--- src/rtl/zebu_clk_detect_pkg.sv ---
// Shared types and helpers for the multi-channel clock/strobe edge detector.
package zebu_clk_detect_pkg;

    // Per-channel edge qualification mode (2 bits per channel on the mode bus).
    typedef enum logic [1:0] {
        OFF  = 2'b00,
        POS  = 2'b01,
        NEG  = 2'b10,
        BOTH = 2'b11
    } edge_mode_e;

    // Upper bound on the number of monitored channels.
    localparam int unsigned MAX_CH = 32;

    // $clog2 that never returns 0, so a single channel still gets a 1-bit index.
    function automatic int unsigned clog2_min1(input int unsigned n);
        return (n <= 1) ? 1 : $clog2(n);
    endfunction

endpackage

--- src/rtl/zebu_clk_detect_rr_arb.sv ---
// Combinational round-robin search: returns the first set request strictly after
// the pointer, wrapping modulo NUM_CH. Returns 0 when nothing is requested.
module zebu_clk_detect_rr_arb
    import zebu_clk_detect_pkg::*;
#(
    parameter int unsigned NUM_CH = 8,
    parameter int unsigned CH_W   = clog2_min1(NUM_CH)
) (
    input  logic [NUM_CH-1:0] req_i,
    input  logic [CH_W-1:0]   ptr_i,
    output logic [CH_W-1:0]   gnt_o
);

    // Walk ptr+1 .. ptr+NUM_CH and keep the first hit.
    always_comb begin
        logic              found;
        int unsigned       idx;
        logic [NUM_CH-1:0] rot;
        gnt_o = '0;
        found = 1'b0;
        idx   = 0;
        rot   = '0;
        for (int unsigned i = 1; i <= NUM_CH; i++) begin
            idx = (32'(ptr_i) + i) % NUM_CH;
            rot = req_i >> idx;
            if (!found && rot[0]) begin
                found = 1'b1;
                gnt_o = CH_W'(idx);
            end
        end
    end

endmodule

--- src/rtl/zebu_clk_detect_multi.sv ---
// Multi-channel edge detector with per-channel mode, saturating counters, sticky
// overflow and a round-robin event port towards transactor software.
// Optional glitch filter: define ZEBU_CLK_DETECT_GLITCH_FILTER_EN.
module zebu_clk_detect_multi
    import zebu_clk_detect_pkg::*;
#(
    parameter int unsigned NUM_CH      = 8,
    parameter int unsigned SYNC_STAGES = 1,
    parameter int unsigned CNT_W       = 16,
    parameter int unsigned CH_W        = clog2_min1(NUM_CH)
) (
    input  logic                    stable,
    input  logic                    rst_n,
    input  logic [NUM_CH-1:0]       in_sig,
    input  logic [2*NUM_CH-1:0]     mode,
    input  logic [NUM_CH-1:0]       cnt_clr,
    output logic [NUM_CH-1:0]       posReady,
    output logic [NUM_CH*CNT_W-1:0] edge_cnt,
    output logic [NUM_CH-1:0]       ovf,
    output logic                    evt_valid,
    output logic [CH_W-1:0]         evt_ch,
    input  logic                    evt_ready
);

    localparam logic [CNT_W-1:0] CntMax = '1;

    logic [SYNC_STAGES-1:0][NUM_CH-1:0] sync_q, sync_d;
    logic [NUM_CH-1:0]                  hist_q, hist_d;
    logic [NUM_CH-1:0]                  raw, level;
    logic                               primed_q;
    logic [NUM_CH-1:0]                  qual, gnt_vec;
    logic [NUM_CH-1:0]                  pend_q, pend_d, rdy_q, ovf_q, ovf_d;
    logic [NUM_CH-1:0][CNT_W-1:0]       cnt_q, cnt_d;
    logic [CH_W-1:0]                    ptr_q, ptr_d, arb_ch;
    logic                               grant;

    assign raw = sync_q[SYNC_STAGES-1];

`ifdef ZEBU_CLK_DETECT_GLITCH_FILTER_EN
    logic [NUM_CH-1:0] samp_q, samp_d, agree;

    // Level only follows the sampled input once two consecutive samples agree.
    assign agree = ~(raw ^ samp_q);
    assign level = (agree & raw) | (~agree & hist_q);
`else
    assign level = raw;
`endif

    // Sampling pipeline; the prime cycle fills every stage with the current input
    // so a level already present at reset release never looks like an edge.
    always_comb begin
        sync_d = sync_q;
        hist_d = hist_q;
`ifdef ZEBU_CLK_DETECT_GLITCH_FILTER_EN
        samp_d = samp_q;
`endif
        if (!primed_q) begin
            for (int unsigned s = 0; s < SYNC_STAGES; s++) begin
                sync_d[s] = in_sig;
            end
            hist_d = in_sig;
`ifdef ZEBU_CLK_DETECT_GLITCH_FILTER_EN
            samp_d = in_sig;
`endif
        end else begin
            sync_d[0] = in_sig;
            for (int unsigned s = 1; s < SYNC_STAGES; s++) begin
                sync_d[s] = sync_q[s-1];
            end
            hist_d = level;
`ifdef ZEBU_CLK_DETECT_GLITCH_FILTER_EN
            samp_d = raw;
`endif
        end
    end

    // Per-channel edge qualification against the channel's mode.
    always_comb begin
        logic pos;
        logic neg;
        qual = '0;
        for (int unsigned i = 0; i < NUM_CH; i++) begin
            pos = level[i] & ~hist_q[i];
            neg = ~level[i] & hist_q[i];
            unique case (edge_mode_e'(mode[2*i +: 2]))
                POS:     qual[i] = pos;
                NEG:     qual[i] = neg;
                BOTH:    qual[i] = pos | neg;
                default: qual[i] = 1'b0;
            endcase
        end
        if (!primed_q) begin
            qual = '0;
        end
    end

    zebu_clk_detect_rr_arb #(
        .NUM_CH (NUM_CH),
        .CH_W   (CH_W)
    ) u_arb (
        .req_i (pend_q),
        .ptr_i (ptr_q),
        .gnt_o (arb_ch)
    );

    assign evt_valid = |pend_q;
    assign evt_ch    = arb_ch;
    assign grant     = evt_valid & evt_ready;
    assign gnt_vec   = grant ? (NUM_CH'(1) << arb_ch) : '0;

    // Pending/overflow/counter/pointer next state; set beats grant, clear beats edge.
    always_comb begin
        pend_d = (pend_q & ~gnt_vec) | qual;
        ovf_d  = (ovf_q | (qual & pend_q & ~gnt_vec)) & ~cnt_clr;
        cnt_d  = cnt_q;
        for (int unsigned i = 0; i < NUM_CH; i++) begin
            if (cnt_clr[i]) begin
                cnt_d[i] = '0;
            end else if (qual[i] && (cnt_q[i] != CntMax)) begin
                cnt_d[i] = cnt_q[i] + 1'b1;
            end
        end
        ptr_d = grant ? arb_ch : ptr_q;
    end

    // Sampling pipeline and prime flag.
    always_ff @(posedge stable) begin
        if (!rst_n) begin
            sync_q   <= '0;
            hist_q   <= '0;
            primed_q <= 1'b0;
`ifdef ZEBU_CLK_DETECT_GLITCH_FILTER_EN
            samp_q   <= '0;
`endif
        end else begin
            sync_q   <= sync_d;
            hist_q   <= hist_d;
            primed_q <= 1'b1;
`ifdef ZEBU_CLK_DETECT_GLITCH_FILTER_EN
            samp_q   <= samp_d;
`endif
        end
    end

    // Event bookkeeping: pulses, pending bits, overflow, counters, RR pointer.
    always_ff @(posedge stable) begin
        if (!rst_n) begin
            rdy_q  <= '0;
            pend_q <= '0;
            ovf_q  <= '0;
            cnt_q  <= '0;
            ptr_q  <= CH_W'(NUM_CH - 1);
        end else begin
            rdy_q  <= qual;
            pend_q <= pend_d;
            ovf_q  <= ovf_d;
            cnt_q  <= cnt_d;
            ptr_q  <= ptr_d;
        end
    end

    assign posReady = rdy_q;
    assign edge_cnt = cnt_q;
    assign ovf      = ovf_q;

endmodule

--- config.mk ---
export PLATFORM = sky130hd
export DESIGN_NAME = zebu_clk_detect_multi
export DESIGN_NICKNAME = d
export VERILOG_FILES = /design/src/rtl/zebu_clk_detect_pkg.sv /design/src/rtl/zebu_clk_detect_rr_arb.sv /design/src/rtl/zebu_clk_detect_multi.sv
export SDC_FILE = /design/constraint.sdc
export NUM_CORES = 1
export LEC_CHECK = 0
export BUFFER_PORTS_ARGS = -buffer_cell sky130_fd_sc_hd__buf_2
export CORE_MARGIN = 2
export CORE_UTILIZATION = 43
export CTS_BUF_LIST = sky130_fd_sc_hd__clkbuf_8 sky130_fd_sc_hd__clkbuf_16
export DETAILED_ROUTE_END_ITERATION = 6
export PLACE_DENSITY = 0.64
export REMOVE_ABC_BUFFERS = 1
export SYNTH_ARGS = -nofsm -noshare
export SYNTH_HDL_FRONTEND = slang
export SYNTH_SLANG_ARGS = --single-unit
--- constraint.sdc ---
create_clock -name stable -period 5.24 [get_ports stable]
set_input_delay 0.262 -clock stable [delete_from_list [all_inputs] [get_ports stable]]
set_output_delay 0.262 -clock stable [all_outputs]
set_load 0.01 [all_outputs]
==> results.tsv, run 1 <==
metric	value	unit
status	finished clean	
multi_input_area	4960	um^2
busiest_layer	met2	
fmax	0.251	GHz
cts_root_buf	clkbuf_16	
avgSynthCellArea	8.73	um^2
worstPathCellList	inv_1 > ha_1 > buf_4 > mux4_2 > mux2_2 > nor2_1 > a311o_1 > a21oi_1 > o32ai_2 > buf_2	
crit_buf_inv	3	
synth_cell_types	73	
rows	52	
arrival	3.73	ns
maxSlewHeadroom	0.312	
synth-main-ff-cell	dfxtp_1	
async_flop_share	0	
cts_sinks	172	
skew	0.0138	ns
synth_top_cell_by_area	dfxtp_1	
drive_above_1_share	0.215	
p_sw	0.938	mW
swShare	0.295	
setup_viol	0	
worstPathRequired	4.98	ns
cts_hold_buffers	0	
drt_iter0_drc	300	
io_pins	183	
numCtsBuffers	17	
cts_tree	yes	
clk_latency	0.42	ns
ctsResizeCount	0	
worstMarginPinSlew	1.03	ns
crit_path_top_delay_cell	o32ai_2	
critPathLaunchType	flop	
dr_total_vias	7421	
coreArea	20100	um^2
drt_first_pass_iters	4	
drv_cap	0	
routed_wl	20.8	mm
leakage	4.30	nW
grt-ovfl-total	0	
synth-edff-count	0	
htreeDepth	4	
hold_path_class	in -> reg	
cp_max_fo	12	
slowest_delay	0.73	ns
p_clk_frac	0.383	
hold_viol	0	
drcViolationCount	0	
combPwrFrac	0.189	
rsz0062_at_grt	no	
groute.layer.met2.usage	0.314	
place_area	9850	um^2
dp_cells	1418	
p_int	2.24	mW
synthTopCellsByArea	dfxtp_1 39%, nor2_1 7.2%, xor2_1 7.1%	
wl_per_cell	14.3	um
post-route-period-util	0.761	
grt_pass1_wl	34.2	mm
fp.dieW	147	um
synthTopCellsByCount	172 x dfxtp_1, 167 x nor2_1, 71 x xor2_1	
portBuffers	182	
cts_buffer_depth	2	
grt_start_max_net_pins	30	
power_frac_seq	0.427	
register_area	3440	um^2
antenna_found_initial	4	
final_area	10400	um^2
synth_cells	1003	
detail-route-antenna-nets	0	
synth.most_common_cell	dfxtp_1	
power_density	305	nW/um^2
fin_nets	1228	
critPathCaptureType	output port	
synth-seq-cells	172	
syn_to_final_growth	19.1	%
via_per_inst	5.11	
ys_seq_area_frac	0.393	
min_period	3.99	ns
p_total	3.18	mW
cts.clk_slew.worst_paths	0.06	ns
die_y	147	um
die_area	21500	um^2
instances_no_fill	1453	
fin_util	0.519	
crit_family	compound AO/OA/AOI/OAI gates	
ir_drop	0.247	mV
cts_setup_buffers	0	
dp_hpwl	15.4	mm
gp_congestion	0.900	
fillers	1922	
netlist.area_leader.share	0.393	
yosys_warnings	0	
grt_use_total	0.194	
synth.cell_area	8760	um^2
start_util	0.436	
gr-usage-met3	0.0503	
finalSetupTns	0	ns
use_met1	0.255	
worstSetupPathType	reg -> out	
grt_pass1_vias	6743	
maxSlewViolCount	0	
-- cell usage in the layout, fill, tap and decap left out, types with 6 or more instances in the layout --
cell and n:
inv_1 41, and2_1 15, nor2_1 167, o21a_1 6, xnor2_1 32, buf_4 6
nand2_1 65, nand2b_1 17, nor3_1 11, mux4_2 12, clkbuf_16 17, nand3_1 49
buf_2 182, dfxtp_1 172, nor2b_1 18, nor4_1 8, mux2i_1 30, ha_1 26
xor2_1 71, mux2_2 7, a21oi_1 30, or3_1 16, and4_1 11, a31oi_1 6
nand3b_1 9, nand4_1 26, and3_1 17, o21ai_0 29
-- final cells by class --
type                            instances  share of cell area
Tap cell                              270              0.0324
Multi-Input combinational cell        747               0.476
Inverter                               41              0.0150
Timing Repair Buffer                  188              0.0917
Antenna cell                            3            0.000720
Clock inverter                         15              0.0137
Clock buffer                           17              0.0408
Sequential cell                       172               0.330
-- kinds of logic after synthesis --
logic type | after synthesis | share of synthesized area
adders and majority gates | 26 | 0.0371
DFF | 172 | 0.393
and+or+nand+nor | 441 | 0.248
AOI/OAI and AO/OA | 125 | 0.0959
xor gates and xnor gates | 103 | 0.103
buffers and inverters | 84 | 0.0404
muxes | 52 | 0.0827
-- sequential cells by signal, summed over array words and instances, names as in the netlist --
name      flops
pend_q        8
ptr_q         3
primed_q      1
level         8
ovf           8
edge_cnt    128
hist_q        8
posReady      8
-- power groups by stage --
stage                     Combinational, mW  Sequential [mW]  Clock, mW
final                                 0.602             1.36       1.22
after global routing                  0.665             1.36       1.31
after CTS                             0.603             1.36       1.25
after detailed placement              0.601             1.39          0
after global placement                0.593             1.39          0
after floorplan                       0.419             1.40          0
-- layer usage --
metal  vias to the layer above  wire [um]
li1                       3803          -
met1                      3447       9570
met2                       147       9670
met3                        22       1270
met4                         2        303
met5                         -         13
-- stage by stage --
stage                     setup slack [ns]  hold WS [ns]
after global placement                1.66         0.450
after floorplan                      0.889         0.290
final                                 1.25        0.0625
after detailed placement              1.62         0.453
after global routing                 0.997        0.0529
after CTS                             1.27        0.0472
-- final timing paths --
kind / start / endpoint / slack (ns) / cells after the start
setup / recovery: ptr_q[0]$_SDFFE_PN1P_ / evt_ch[1] / 1.25 / 10
hold / removal: in_sig[2] / level[2]$_SDFF_PN0_ / 0.06 / 2
hold reg to reg: ovf[3]$_SDFF_PN0_ / ovf[3]$_SDFF_PN0_ / 0.46 / 1
setup reg to reg: ptr_q[0]$_SDFFE_PN1P_ / ovf[5]$_SDFF_PN0_ / 1.57 / 10
(Power assumes the default switching activity.)
==> inputs of run 2 (changes only) <==
- ABC_AREA: unset -> 1
- PLACE_DENSITY: 0.64 -> 0.67
- clock period: 5.24 -> 3.6 ns (I/O delays scaled with it)
==> results.tsv, run 2 <==
metric	value	unit	change
fin_nets	1497		+22%
critPathCaptureType	output port		
arrival	2.68	ns	-1.05 ns
synthTopCellsByCount	219 x inv_1, 205 x nand2_1, 172 x dfxtp_1		
rows	51		-1.9%
cp_max_fo	8		-4
drt_iter0_drc	409		+36%
setup_viol	0		unchanged
synthXorXnorAreaFrac	0.0140		-0.0890
fp.dieW	146	um	-0.51%
htreeDepth	4		unchanged
wl_per_cell	12.7	um	-12%
grt_pass1_vias	7631		+13%
synthAdderAreaFrac	0.0375		+0.000391
cts.clk_slew.worst_paths	0.07	ns	about the same
netlist.area_leader.share	0.397		+0.00414
synth-seq-cells	172		unchanged
dp_hpwl	16.8	mm	+9.6%
synth-edff-count	0		unchanged
grt_pass1_wl	36.2	mm	+5.7%
largest_register_ffs	128		unchanged
layout_common_cells	219 x inv_1, 205 x nand2_1, 182 x buf_2, 172 x dfxtp_1, 121 x a21oi_1		
detail-route-antenna-nets	0		unchanged
muxShareOfSynthArea	0		-0.0827
post-route-period-util	0.793		
critPathLaunchType	flop		
hold_viol	0		unchanged
worstPathRequired	3.42	ns	-1.56 ns
die_y	146	um	-0.51%
cts_sinks	172		unchanged
maxSlewHeadroom	0.495		+0.183
synth.cell_area	8670	um^2	-1.0%
leakage	4.47	nW	+4.1%
syn_to_final_growth	21.5	%	
async_flop_share	0		unchanged
clk_latency	0.42	ns	about the same
start_util	0.442		+0.00677
skew	0.0114	ns	-0.00232 ns
io_pins	183		unchanged
cts_tree	yes		
status	finished clean		
rsz0062_at_grt	no		
yosys_warnings	0		unchanged
yosys.area_share.simple	0.284		+0.0360
numCtsBuffers	17		unchanged
synth_top_family_by_area	simple AND/OR/NAND/NOR gates		
coreArea	19600	um^2	-2.6%
drcViolationCount	0		unchanged
synth_cells	1239		+24%
gp_congestion	0.839		-6.8%
synth.most_common_cell	inv_1		
synthTopCellsByArea	dfxtp_1 40%, inv_1 9.5%, nand2_1 8.9%		
die_area	21300	um^2	-1.0%
antenna_cells	0		-3
drive_above_1_share	0.185		-0.0303
antenna_found_initial	0		-4
ir_drop	0.414	mV	+68%
worstMarginPinSlew	0.755	ns	-0.277 ns
cts_buffer_depth	2		unchanged
worstSetupPathType	reg -> out		
grt-ovfl-total	0		unchanged
synth_compound_area_frac	0.159		+0.0634
routed_wl	21.7	mm	+4.1%
dr_total_vias	8382		+13%
via_per_inst	4.89		-4.2%
place_area	9860	um^2	about the same
grt_use_total	0.203		+0.00901
cts_root_buf	clkbuf_16		
maxSlewViolCount	0		unchanged
fmax	0.350	GHz	
portBuffers	182		unchanged
layout_commonest_cell	inv_1		
synth-main-ff-cell	dfxtp_1		
drt_first_pass_iters	6		+2
avgSynthCellArea	7.00	um^2	-20%
dp_worst_setup_slack	1.00	ns	-0.616 ns
min_period	2.86	ns	
hold_path_class	in -> reg		
drv_cap	0		unchanged
setup_ws	0.744	ns	-0.506 ns
ys_seq_area_frac	0.397		+0.00414
synth_cell_types	50		-32%
fin_util	0.537		+0.0186
grt_start_max_net_pins	23		-23%
finalSetupTns	0	ns	unchanged
final_area	10500	um^2	+0.94%
synth_top_cell_by_area	dfxtp_1		
power_density	591	nW/um^2	+94%
==> run 2: changes by cell type after synthesis, moves of 17 or more <==
cell / change
a21oi_1: +91
o21ai_0: +67
xnor2_1: -28
nand2_1: +140
nand2b_1: -17
nor2b_1: -18
xor2_1: -63
nor3_1: +47
inv_1: +180
nor2_1: -58
mux2i_1: -30
clkbuf_1: -22
==> run 2: layout make-up <==
class | instances | area, um^2
clock inverter | 13 | 131
multi-input combinational | 822 | 4290
fill | 1985 | 9060
sequential | 172 | 3440
clock buffer | 19 | 453
tap | 265 | 332
inverter | 229 | 862
timing repair buffer | 194 | 1020
==> run 2: power by group <==
part | total [mW] | internal [mW] | switching, mW | leakage, nW
combinational | 2.40 | 0.753 | 1.65 | 2.80
sequential | 2.02 | 1.95 | 0.0612 | 1.39
clock | 1.81 | 1.01 | 0.802 | 0.282
==> run 2: stage by stage <==
step	hold WS, ns	total power, mW	std cells
after detailed placement	0.377	4.45	1674
after global routing	0.0975	6.69	1714
after global placement	0.369	4.45	1674
after CTS	0.0905	6.28	1714
final	0.102	6.23	1714
after floorplan	0.208	3.84	1223
==> run 2: critical path, stage by stage (launching register included) <==
cell	delay, ns
dfxtp_1	0.34
inv_2	0.09
ha_1	0.39
inv_2	0.17
nand3_1	0.16
nand3_2	0.14
nand2_4	0.08
nor2_4	0.16
nand4_4	0.13
nor2_8	0.15
nand3_1	0.08
nand2_1	0.13
nand2_2	0.08
buf_2	0.16
==> run 2: worst paths after layout <==
path | start | slack, ns | cells after the start | to
max | ptr_q[1]$_SDFFE_PN1P_ | 0.74 | 13 | evt_ch[2]
min | rst_n | 0.10 | 1 | primed_q$_DFF_P_
max reg2reg | ptr_q[1]$_SDFFE_PN1P_ | 0.98 | 19 | ovf[7]$_SDFF_PN0_
min reg2reg | ovf[5]$_SDFF_PN0_ | 0.45 | 2 | ovf[5]$_SDFF_PN0_
==> run 2: what timing repair did <==
action | 4_1_cts | 5_1_grt
setup buffers | 0 | 0
hold endpoints to repair | 8 | 0
hold buffers | 8 | 0
resized for setup | 0 | 0
endpoints found under the setup margin | 0 | 0
==> run 2: logic make-up (layout without fill, tap and decap cells) <==
kind of cell | after synthesis | in the layout
AND/OR/NAND/NOR | 527 | 527
AO/OA/AOI/OAI | 256 | 256
buffers and inverters | 245 | 455
flip-flops | 172 | 172
adder cells (fa/ha/maj) | 26 | 26
XOR/XNOR | 13 | 13
==> run 2: layer usage <==
layer	global-route usage	part of all wire	routed length [um]
met2	0.324	0.45	9780
met1	0.276	0.49	10600
met3	0.0476	0.050	1090
met5	0	0	0
met4	0.0549	0.012	254
